## src/rtl/output_lane_collector_pkg.sv

```systemverilog
// Shared defaults, types and small helpers for the output lane collector.
package output_collector_pkg;

  localparam int DEF_NUM_LANES         = 8;
  localparam int DEF_DATA_W            = 16;
  localparam int DEF_FIFO_DEPTH        = 4;
  localparam int DEF_EXPECTED_PER_LANE = 64;
  localparam int DEF_CNT_W             = 16;

  typedef logic [$clog2(DEF_NUM_LANES)-1:0] lane_idx_t;
  typedef logic [DEF_DATA_W-1:0]            data_t;

  // Lane index arithmetic with wrap-around; works for non-power-of-two lane counts.
  function automatic int unsigned wrap_lane(input int unsigned base,
                                            input int unsigned off,
                                            input int unsigned n);
    int unsigned s;
    s = base + off;
    return (s >= n) ? (s - n) : s;
  endfunction

endpackage

```

## src/rtl/output_lane_collector_if.sv

```systemverilog
// Lane write streams in, merged ready/valid stream out.
interface output_lane_collector_if
  import output_collector_pkg::*;
#(
  parameter int NUM_LANES = DEF_NUM_LANES,
  parameter int DATA_W    = DEF_DATA_W
);
  localparam int LANE_W = $clog2(NUM_LANES);

  logic [NUM_LANES-1:0]        lane_valid;
  logic [NUM_LANES*DATA_W-1:0] lane_data;
  logic                        out_valid;
  logic                        out_ready;
  logic [DATA_W-1:0]           out_data;
  logic [LANE_W-1:0]           out_lane;

  // Collector side
  modport master (
    input  lane_valid, lane_data, out_ready,
    output out_valid, out_data, out_lane
  );

  // Producer/consumer side
  modport slave (
    output lane_valid, lane_data, out_ready,
    input  out_valid, out_data, out_lane
  );

endinterface

```

## src/rtl/output_lane_collector_lane_fifo.sv

```systemverilog
// Per-lane synchronous FIFO; a push into a full FIFO is accepted when a pop happens in the same cycle.
module lane_fifo
  import output_collector_pkg::*;
#(
  parameter int DATA_W     = DEF_DATA_W,
  parameter int FIFO_DEPTH = DEF_FIFO_DEPTH
) (
  input  logic              clk,
  input  logic              rst,
  input  logic              clr,
  input  logic              push,
  input  logic              pop,
  input  logic [DATA_W-1:0] wr_data,
  output logic [DATA_W-1:0] rd_data,
  output logic              full,
  output logic              empty
);
  localparam int AW = $clog2(FIFO_DEPTH);
  localparam logic [AW:0] DEPTH_C = (AW+1)'(FIFO_DEPTH);

  logic [DATA_W-1:0] mem_r [FIFO_DEPTH];
  logic [AW-1:0]     wr_ptr_r;
  logic [AW-1:0]     rd_ptr_r;
  logic [AW:0]       count_r;
  logic              do_push_s;
  logic              do_pop_s;

  assign full      = (count_r == DEPTH_C);
  assign empty     = (count_r == {(AW+1){1'b0}});
  assign do_pop_s  = pop & ~empty;
  assign do_push_s = push & (~full | do_pop_s);
  assign rd_data   = mem_r[rd_ptr_r];

  // Pointer and occupancy bookkeeping
  always_ff @(posedge clk) begin
    if (rst || clr) begin
      wr_ptr_r <= '0;
      rd_ptr_r <= '0;
      count_r  <= '0;
    end else begin
      if (do_push_s) wr_ptr_r <= wr_ptr_r + 1'b1;
      if (do_pop_s)  rd_ptr_r <= rd_ptr_r + 1'b1;
      case ({do_push_s, do_pop_s})
        2'b10:   count_r <= count_r + 1'b1;
        2'b01:   count_r <= count_r - 1'b1;
        default: count_r <= count_r;
      endcase
    end
  end

  // Storage array, data only
  always_ff @(posedge clk) begin
    if (do_push_s) mem_r[wr_ptr_r] <= wr_data;
  end

endmodule

```

## src/rtl/output_lane_collector.sv

```systemverilog
// Merges NUM_LANES push-only lane streams into one tagged ready/valid stream,
// with round-robin arbitration, drop/overflow tracking and run completion detection.
module output_lane_collector
  import output_collector_pkg::*;
#(
  parameter int NUM_LANES         = DEF_NUM_LANES,
  parameter int DATA_W            = DEF_DATA_W,
  parameter int FIFO_DEPTH        = DEF_FIFO_DEPTH,
  parameter int EXPECTED_PER_LANE = DEF_EXPECTED_PER_LANE,
  parameter int CNT_W             = DEF_CNT_W
) (
  input  logic                                  clk,
  input  logic                                  rst,
  input  logic                                  flush,
  output_lane_collector_if.master               bus,
  output logic [NUM_LANES-1:0]                  overflow,
  output logic [CNT_W+$clog2(NUM_LANES)-1:0]    total_count,
  output logic                                  done
);
  localparam int LANE_W = $clog2(NUM_LANES);
  localparam int TOT_W  = CNT_W + LANE_W;

  logic [NUM_LANES-1:0] full_s;
  logic [NUM_LANES-1:0] empty_s;
  logic [NUM_LANES-1:0] pop_s;
  logic [NUM_LANES-1:0] accept_s;
  logic [NUM_LANES-1:0] drop_s;
  logic [DATA_W-1:0]    head_s [NUM_LANES];

  logic                 load_s;
  logic                 found_s;
  logic [LANE_W-1:0]    grant_s;
  logic [LANE_W-1:0]    cand_s;
  logic [LANE_W-1:0]    next_ptr_s;
  logic [LANE_W:0]      add_s;
  logic                 cnt_met_s;
  logic                 finish_s;

  logic                 out_valid_r;
  logic [DATA_W-1:0]    out_data_r;
  logic [LANE_W-1:0]    out_lane_r;
  logic [LANE_W-1:0]    ptr_r;
  logic [CNT_W-1:0]     lane_cnt_r [NUM_LANES];
  logic [NUM_LANES-1:0] overflow_r;
  logic [TOT_W-1:0]     total_r;
  logic                 done_r;

  for (genvar g = 0; g < NUM_LANES; g++) begin : g_lane
    lane_fifo #(
      .DATA_W     (DATA_W),
      .FIFO_DEPTH (FIFO_DEPTH)
    ) u_fifo (
      .clk     (clk),
      .rst     (rst),
      .clr     (flush),
      .push    (bus.lane_valid[g]),
      .pop     (pop_s[g]),
      .wr_data (bus.lane_data[g*DATA_W +: DATA_W]),
      .rd_data (head_s[g]),
      .full    (full_s[g]),
      .empty   (empty_s[g])
    );
  end

  // A full lane still accepts when it is the one being popped this cycle
  assign accept_s = bus.lane_valid & (~full_s | pop_s);
  assign drop_s   = bus.lane_valid & full_s & ~pop_s;
  assign load_s   = ~out_valid_r | bus.out_ready;

  // Round-robin pick: scan offsets high to low so the nearest non-empty lane from ptr_r wins
  always_comb begin
    found_s = 1'b0;
    grant_s = '0;
    cand_s  = '0;
    for (int k = NUM_LANES - 1; k >= 0; k--) begin
      cand_s  = LANE_W'(wrap_lane(32'(ptr_r), k, NUM_LANES));
      grant_s = empty_s[cand_s] ? grant_s : cand_s;
      found_s = found_s | ~empty_s[cand_s];
    end
  end

  assign next_ptr_s = LANE_W'(wrap_lane(32'(grant_s), 32'd1, NUM_LANES));

  // Pop strobe for the granted lane on an output load
  always_comb begin
    pop_s = '0;
    for (int i = 0; i < NUM_LANES; i++) begin
      pop_s[i] = load_s & found_s & (grant_s == LANE_W'(i));
    end
  end

  // Number of lanes accepting a word this cycle
  always_comb begin
    add_s = '0;
    for (int i = 0; i < NUM_LANES; i++) begin
      add_s = add_s + (LANE_W+1)'(accept_s[i]);
    end
  end

  // Completion: every lane reached its quota and nothing is left in flight
  always_comb begin
    cnt_met_s = 1'b1;
    for (int i = 0; i < NUM_LANES; i++) begin
      cnt_met_s = cnt_met_s & (lane_cnt_r[i] >= CNT_W'(EXPECTED_PER_LANE));
    end
    finish_s = cnt_met_s & (&empty_s) & ~out_valid_r;
  end

  // Output register and grant pointer; held while the consumer stalls
  always_ff @(posedge clk) begin
    if (rst || flush) begin
      out_valid_r <= 1'b0;
      out_data_r  <= '0;
      out_lane_r  <= '0;
      ptr_r       <= '0;
    end else if (load_s) begin
      out_valid_r <= found_s;
      if (found_s) begin
        out_data_r <= head_s[grant_s];
        out_lane_r <= grant_s;
        ptr_r      <= next_ptr_s;
      end
    end
  end

  // Accepted-word counters, sticky overflow and done
  always_ff @(posedge clk) begin
    if (rst || flush) begin
      for (int i = 0; i < NUM_LANES; i++) lane_cnt_r[i] <= '0;
      overflow_r <= '0;
      total_r    <= '0;
      done_r     <= 1'b0;
    end else begin
      for (int i = 0; i < NUM_LANES; i++) begin
        if (accept_s[i] && (lane_cnt_r[i] != {CNT_W{1'b1}})) begin
          lane_cnt_r[i] <= lane_cnt_r[i] + 1'b1;
        end
      end
      overflow_r <= overflow_r | drop_s;
      total_r    <= total_r + TOT_W'(add_s);
      done_r     <= done_r | finish_s;
    end
  end

  assign bus.out_valid = out_valid_r;
  assign bus.out_data  = out_data_r;
  assign bus.out_lane  = out_lane_r;
  assign overflow      = overflow_r;
  assign total_count   = total_r;
  assign done          = done_r;

endmodule

```

## src/flat_wrapper.sv

```systemverilog
// flat-port wrapper written by rule: the top's interface ports become plain ports
module output_lane_collector_flat import output_collector_pkg::*;
#(
  parameter int NUM_LANES         = DEF_NUM_LANES,
  parameter int DATA_W            = DEF_DATA_W,
  parameter int FIFO_DEPTH        = DEF_FIFO_DEPTH,
  parameter int EXPECTED_PER_LANE = DEF_EXPECTED_PER_LANE,
  parameter int CNT_W             = DEF_CNT_W
)
  (clk, rst, flush, overflow, total_count, done, bus_lane_valid, bus_lane_data, bus_out_ready, bus_out_valid, bus_out_data, bus_out_lane);
  output_lane_collector_if #(.NUM_LANES(NUM_LANES), .DATA_W(DATA_W)) bus_i ();
  input  logic clk;
  input  logic rst;
  input  logic flush;
  output logic [NUM_LANES-1:0] overflow;
  output logic [CNT_W+$clog2(NUM_LANES)-1:0] total_count;
  output logic done;
  input wire logic [$bits(bus_i.lane_valid)-1:0] bus_lane_valid;
  input wire logic [$bits(bus_i.lane_data)-1:0] bus_lane_data;
  input wire logic [$bits(bus_i.out_ready)-1:0] bus_out_ready;
  output wire logic [$bits(bus_i.out_valid)-1:0] bus_out_valid;
  output wire logic [$bits(bus_i.out_data)-1:0] bus_out_data;
  output wire logic [$bits(bus_i.out_lane)-1:0] bus_out_lane;
  assign bus_i.lane_valid = bus_lane_valid;
  assign bus_i.lane_data = bus_lane_data;
  assign bus_i.out_ready = bus_out_ready;
  assign bus_out_valid = bus_i.out_valid;
  assign bus_out_data = bus_i.out_data;
  assign bus_out_lane = bus_i.out_lane;
  output_lane_collector #(.NUM_LANES(NUM_LANES), .DATA_W(DATA_W), .FIFO_DEPTH(FIFO_DEPTH), .EXPECTED_PER_LANE(EXPECTED_PER_LANE), .CNT_W(CNT_W)) u_core (.clk(clk), .rst(rst), .flush(flush), .bus(bus_i), .overflow(overflow), .total_count(total_count), .done(done));
endmodule
```

## config.mk

```make
export PLATFORM = sky130hd
export DESIGN_NAME = output_lane_collector_flat
export DESIGN_NICKNAME = d
export VERILOG_FILES = /design/src/rtl/output_lane_collector_pkg.sv /design/src/rtl/output_lane_collector_if.sv /design/src/rtl/output_lane_collector_lane_fifo.sv /design/src/rtl/output_lane_collector.sv /design/src/flat_wrapper.sv
export SDC_FILE = /design/constraint.sdc
export NUM_CORES = 1
export LEC_CHECK = 0
export BUFFER_PORTS_ARGS = -buffer_cell sky130_fd_sc_hd__buf_4
export CAP_MARGIN = 20
export CORE_UTILIZATION = 45
export CTS_CLUSTER_SIZE = 40
export DETAILED_ROUTE_END_ITERATION = 7
export GPL_TIMING_DRIVEN = 0
export MAX_ROUTING_LAYER = met4
export PLACE_DENSITY = 0.73
export SLEW_MARGIN = 25
export SYNTH_ARGS = -nofsm -noshare
export SYNTH_HDL_FRONTEND = slang
export SYNTH_SLANG_ARGS = --single-unit
```

## constraint.sdc

```tcl
create_clock -name clk -period 19.19 [get_ports clk]
set_input_delay 3.838 -clock clk [delete_from_list [all_inputs] [get_ports clk]]
set_output_delay 3.838 -clock clk [all_outputs]
set_load 0.03 [all_outputs]
```

==> summary.md <==
| Metric | Value |
|---|---|
| Final worst path period need | `9697 ps` |
| Avg Cell Area, Syn | `14.66 µm²` |
| CTS tree | `yes` |
| CP required | `19660 ps` |
| List of most frequent post-synthesis cells | `edfxtp_1 (640), nor2_1 (248), mux4_2 (141)` |
| Routability cong. | `0.9383` |
| Worst min path class | `flip-flop to flip-flop` |
| Top FF cell, synth | `edfxtp_1` |
| DRC viols | `4` |
| Drt pass-1 iters | `7` |
| Final setup viols | `0` |
| Async SR Flop Fraction | `0` |
| Initial core utilization | `0.4572` |
| Inserted Clock Buffers | `76` |
| Yosys top cell by area | `edfxtp_1` |
| Max cap viols | `0` |
| Mapped Area | `33580 µm²` |
| Pleak | `13.27 nW` |
| Peak VDD IR | `0.1009 mV` |
| Clk_skew | `24.21 ps` |
| Min-delay src | `u_core.overflow[2]$_SDFF_PP0_` |
| Vias in the first global route | `20300` |
| Area contributors post-synth | `edfxtp_1 (57%), mux4_2 (9.5%), dfxtp_1 (7.3%)` |
| Placed insts | `3436` |
| Vias per std cell | `5.650` |
| Most frequent cell after synthesis | `edfxtp_1` |
| Final nets | `2775` |
| Failing checks | `DRC` |
| H-tree Lvls | `3` |
| Post-synthesis sequential area ratio | `0.6456` |
| Pin count of the biggest net entering global routing | `17` |
| Hold_ws | `491.2 ps` |
| Reg clk slew, reported paths | `60 ps` |
| Cells after Synth | `2290` |
| Outcome | `finished with violations` |
| Critical setup path kind | `primary input to flip-flop` |
| Num rows | `99` |
| Max_slew headroom | `0.2577` |
| Worst setup SP type | `primary input` |
| First-pass GRT wire length | `121500 µm` |
| Die extent in y | `275.2 µm` |
| Tot GR Track Use | `0.2191` |
| Final Cycle Share | `0.5053` |
| Clock sinks | `763` |
| DR vias | `20230` |
| Util after Layout | `0.5271` |
| Post-DP HPWL | `57020 µm` |
| FF/Latch Area | `21680 µm²` |
| Post-route ant nets | `0` |
| Layout Area Growth over Synthesis | `15.29%` |
| Io pins | `188` |
| Post-synth top area share | `0.5723` |
| Reg2Reg Launch Point | `u_core.ptr_r[0]$_SDFFE_PP0N_` |
| Gr ovfl total | `0` |
| Worst-Skew Late Latency | `640 ps` |
| Crit path from | `bus_out_ready` |
| Worst EP arrival | `10170 ps` |
| Total negative slack | `0 ps` |
| CP Capture Type | `flip-flop` |
| Cts hold-fix bufs | `0` |
| Tot Pwr | `5.581 mW` |
| Initial antenna violation count | `4` |
| Max Fanout on Critical Path | `8` |
| Count of input and output buffers | `183` |
| Post-cts sizing count | `0` |
| Highest Clock Rate | `103.1 MHz` |
| Clk buf depth | `3` |
| RSZ-0062 raised after global routing | `false` |
| Drt initial violations | `1805` |
| Post-Layout Cell Count | `3581` |
| Synth warn | `0` |
| Post-Route WL | `80380 µm` |
| Postcts setup bufs | `0` |
| Count of state elements after synthesis | `763` |
| Die X | `275.2 µm` |
| Multi-input gate area | `11130 µm²` |
| Root Buffer | `clkbuf_16` |
| Slew of the pin with the lowest slew margin | `1113 ps` |
| Share of layout cells above drive strength 1 | `0.2034` |
| Pins over their slew limit | `0` |
| Post-synthesis cell type count | `80` |
| Routed len/inst | `22.45 µm` |
| Cell area power density | `144.1 nW/µm²` |
| Fin. Hold Viols | `0` |
| Fillers | `5848` |
| Total die area | `75720 µm²` |
| Core area | `73450 µm²` |
| Post-Syn Nets | `2510` |
| Post-synth EDFFs | `640` |
-- routing by layer --
metal | up-vias | global-route usage | part of all wire
li1 | 9168 | - | -
met1 | 10220 | 0.2713 | 0.40
met2 | 701 | 0.3580 | 0.50
met5 | - | - | 0
met4 | 0 | 0.07778 | 0.034
met3 | 145 | 0.04321 | 0.065
-- cell families (layout without fill, tap and decap cells) --
group,count (synthesis),after routing,share of synthesized area
flip-flops,763,763,0.6456
AND/OR/NAND/NOR,650,650,0.09426
XOR/XNOR,157,157,0.04095
buffers and inverters,203,529,0.02411
AO/OA/AOI/OAI,220,220,0.04322
adder cells (fa/ha/maj),80,80,0.03271
multiplexers,217,217,0.1192
other,0,6,0
-- final timing paths --
path | endpoint | slack [ps] | cells after the start
worst max-delay path | u_core.total_count[18]$_SDFF_PP0_ | 9490 | 23
worst min-delay path | u_core.overflow[2]$_SDFF_PP0_ | 490 | 1
worst max register to register | u_core.total_count[18]$_SDFF_PP0_ | 9930 | 29
worst min register to register | u_core.overflow[2]$_SDFF_PP0_ | 490 | 1
-- cell type report --
cell class                      instances  share of cell area
Timing Repair Buffer                  187             0.03665
Antenna cell                            6           0.0003878
Inverter                              101            0.009792
Buffer                                102             0.01112
Sequential cell                       763              0.5600
Tap cell                              959             0.03099
Multi-Input combinational cell       1324              0.2874
Clock buffer                           94             0.05326
Clock inverter                         45             0.01044
-- stage by stage --
| stage | instance area, µm² | setup WS, ps |
|---|---|---|
| after floorplan | 33580 | 10370 |
| after global placement | 36160 | 9068 |
| after detailed placement | 36240 | 8857 |
| after CTS | 38700 | 9507 |
| after global routing | 38710 | 9221 |
| final | 38720 | 9493 |
-- worst max-delay path, stage by stage --
cell      delay [ps]
buf_4             70
nand2b_1         230
and2_1           170
clkbuf_1         470
o211ai_1         350
o31ai_1          740
nand2_1          370
inv_1            130
ha_1             240
inv_1            100
fa_1             430
fa_1             520
fa_1             480
fa_1             490
inv_1             70
fa_1             450
a21o_1           180
a21oi_1          180
nor2b_1           70
clkbuf_1         210
nand4_1          160
xor2_1           160
nor2_1            50
-- cell usage in the layout, fill, tap and decap left out, types with 11 or more instances in the layout --
cell type / netlist / final
edfxtp_1: 640 / 640
nor2_1: 248 / 248
buf_4: 1 / 184
mux4_2: 141 / 141
dfxtp_1: 123 / 123
nand2_1: 101 / 101
inv_1: 99 / 99
xor2_1: 98 / 98
nand3_1: 83 / 83
clkbuf_1: 69 / 80
clkbuf_16: 0 / 78
ha_1: 67 / 67
and3_1: 66 / 66
xnor2_1: 59 / 59
a21oi_1: 55 / 55
mux2_2: 41 / 41
o21ai_0: 43 / 39
mux2i_1: 33 / 33
nand4_1: 27 / 27
o211ai_1: 25 / 25
clkinv_1: 0 / 22
nor3_1: 23 / 21
or3_1: 21 / 21
nor4_1: 18 / 18
buf_1: 15 / 15
buf_2: 14 / 14
fa_1: 13 / 13
a22oi_1: 11 / 11
a211oi_1: 11 / 11
-- power by group --
group / total, mW / internal, mW / switching, mW
clock network: 1.47 / 0.837 / 0.630
logic: 2.15 / 0.784 / 1.37
registers: 1.96 / 1.90 / 0.0605
total: 5.58 / 3.52 / 2.06
-- registers in the layout (all words and copies together), names as in the netlist, 8 cells and up, named ones only --
register                       flops
u_core.g_lane.u_fifo.rd_ptr_r     16
u_core.g_lane.u_fifo.mem_r       512
u_core.g_lane.u_fifo.wr_ptr_r     16
u_core.g_lane.u_fifo.count_r      24
u_core.total_count                19
u_core.overflow                    8
u_core.bus.out_data               16
u_core.lane_cnt_r                128
Power figures use the tool's default switching activity.
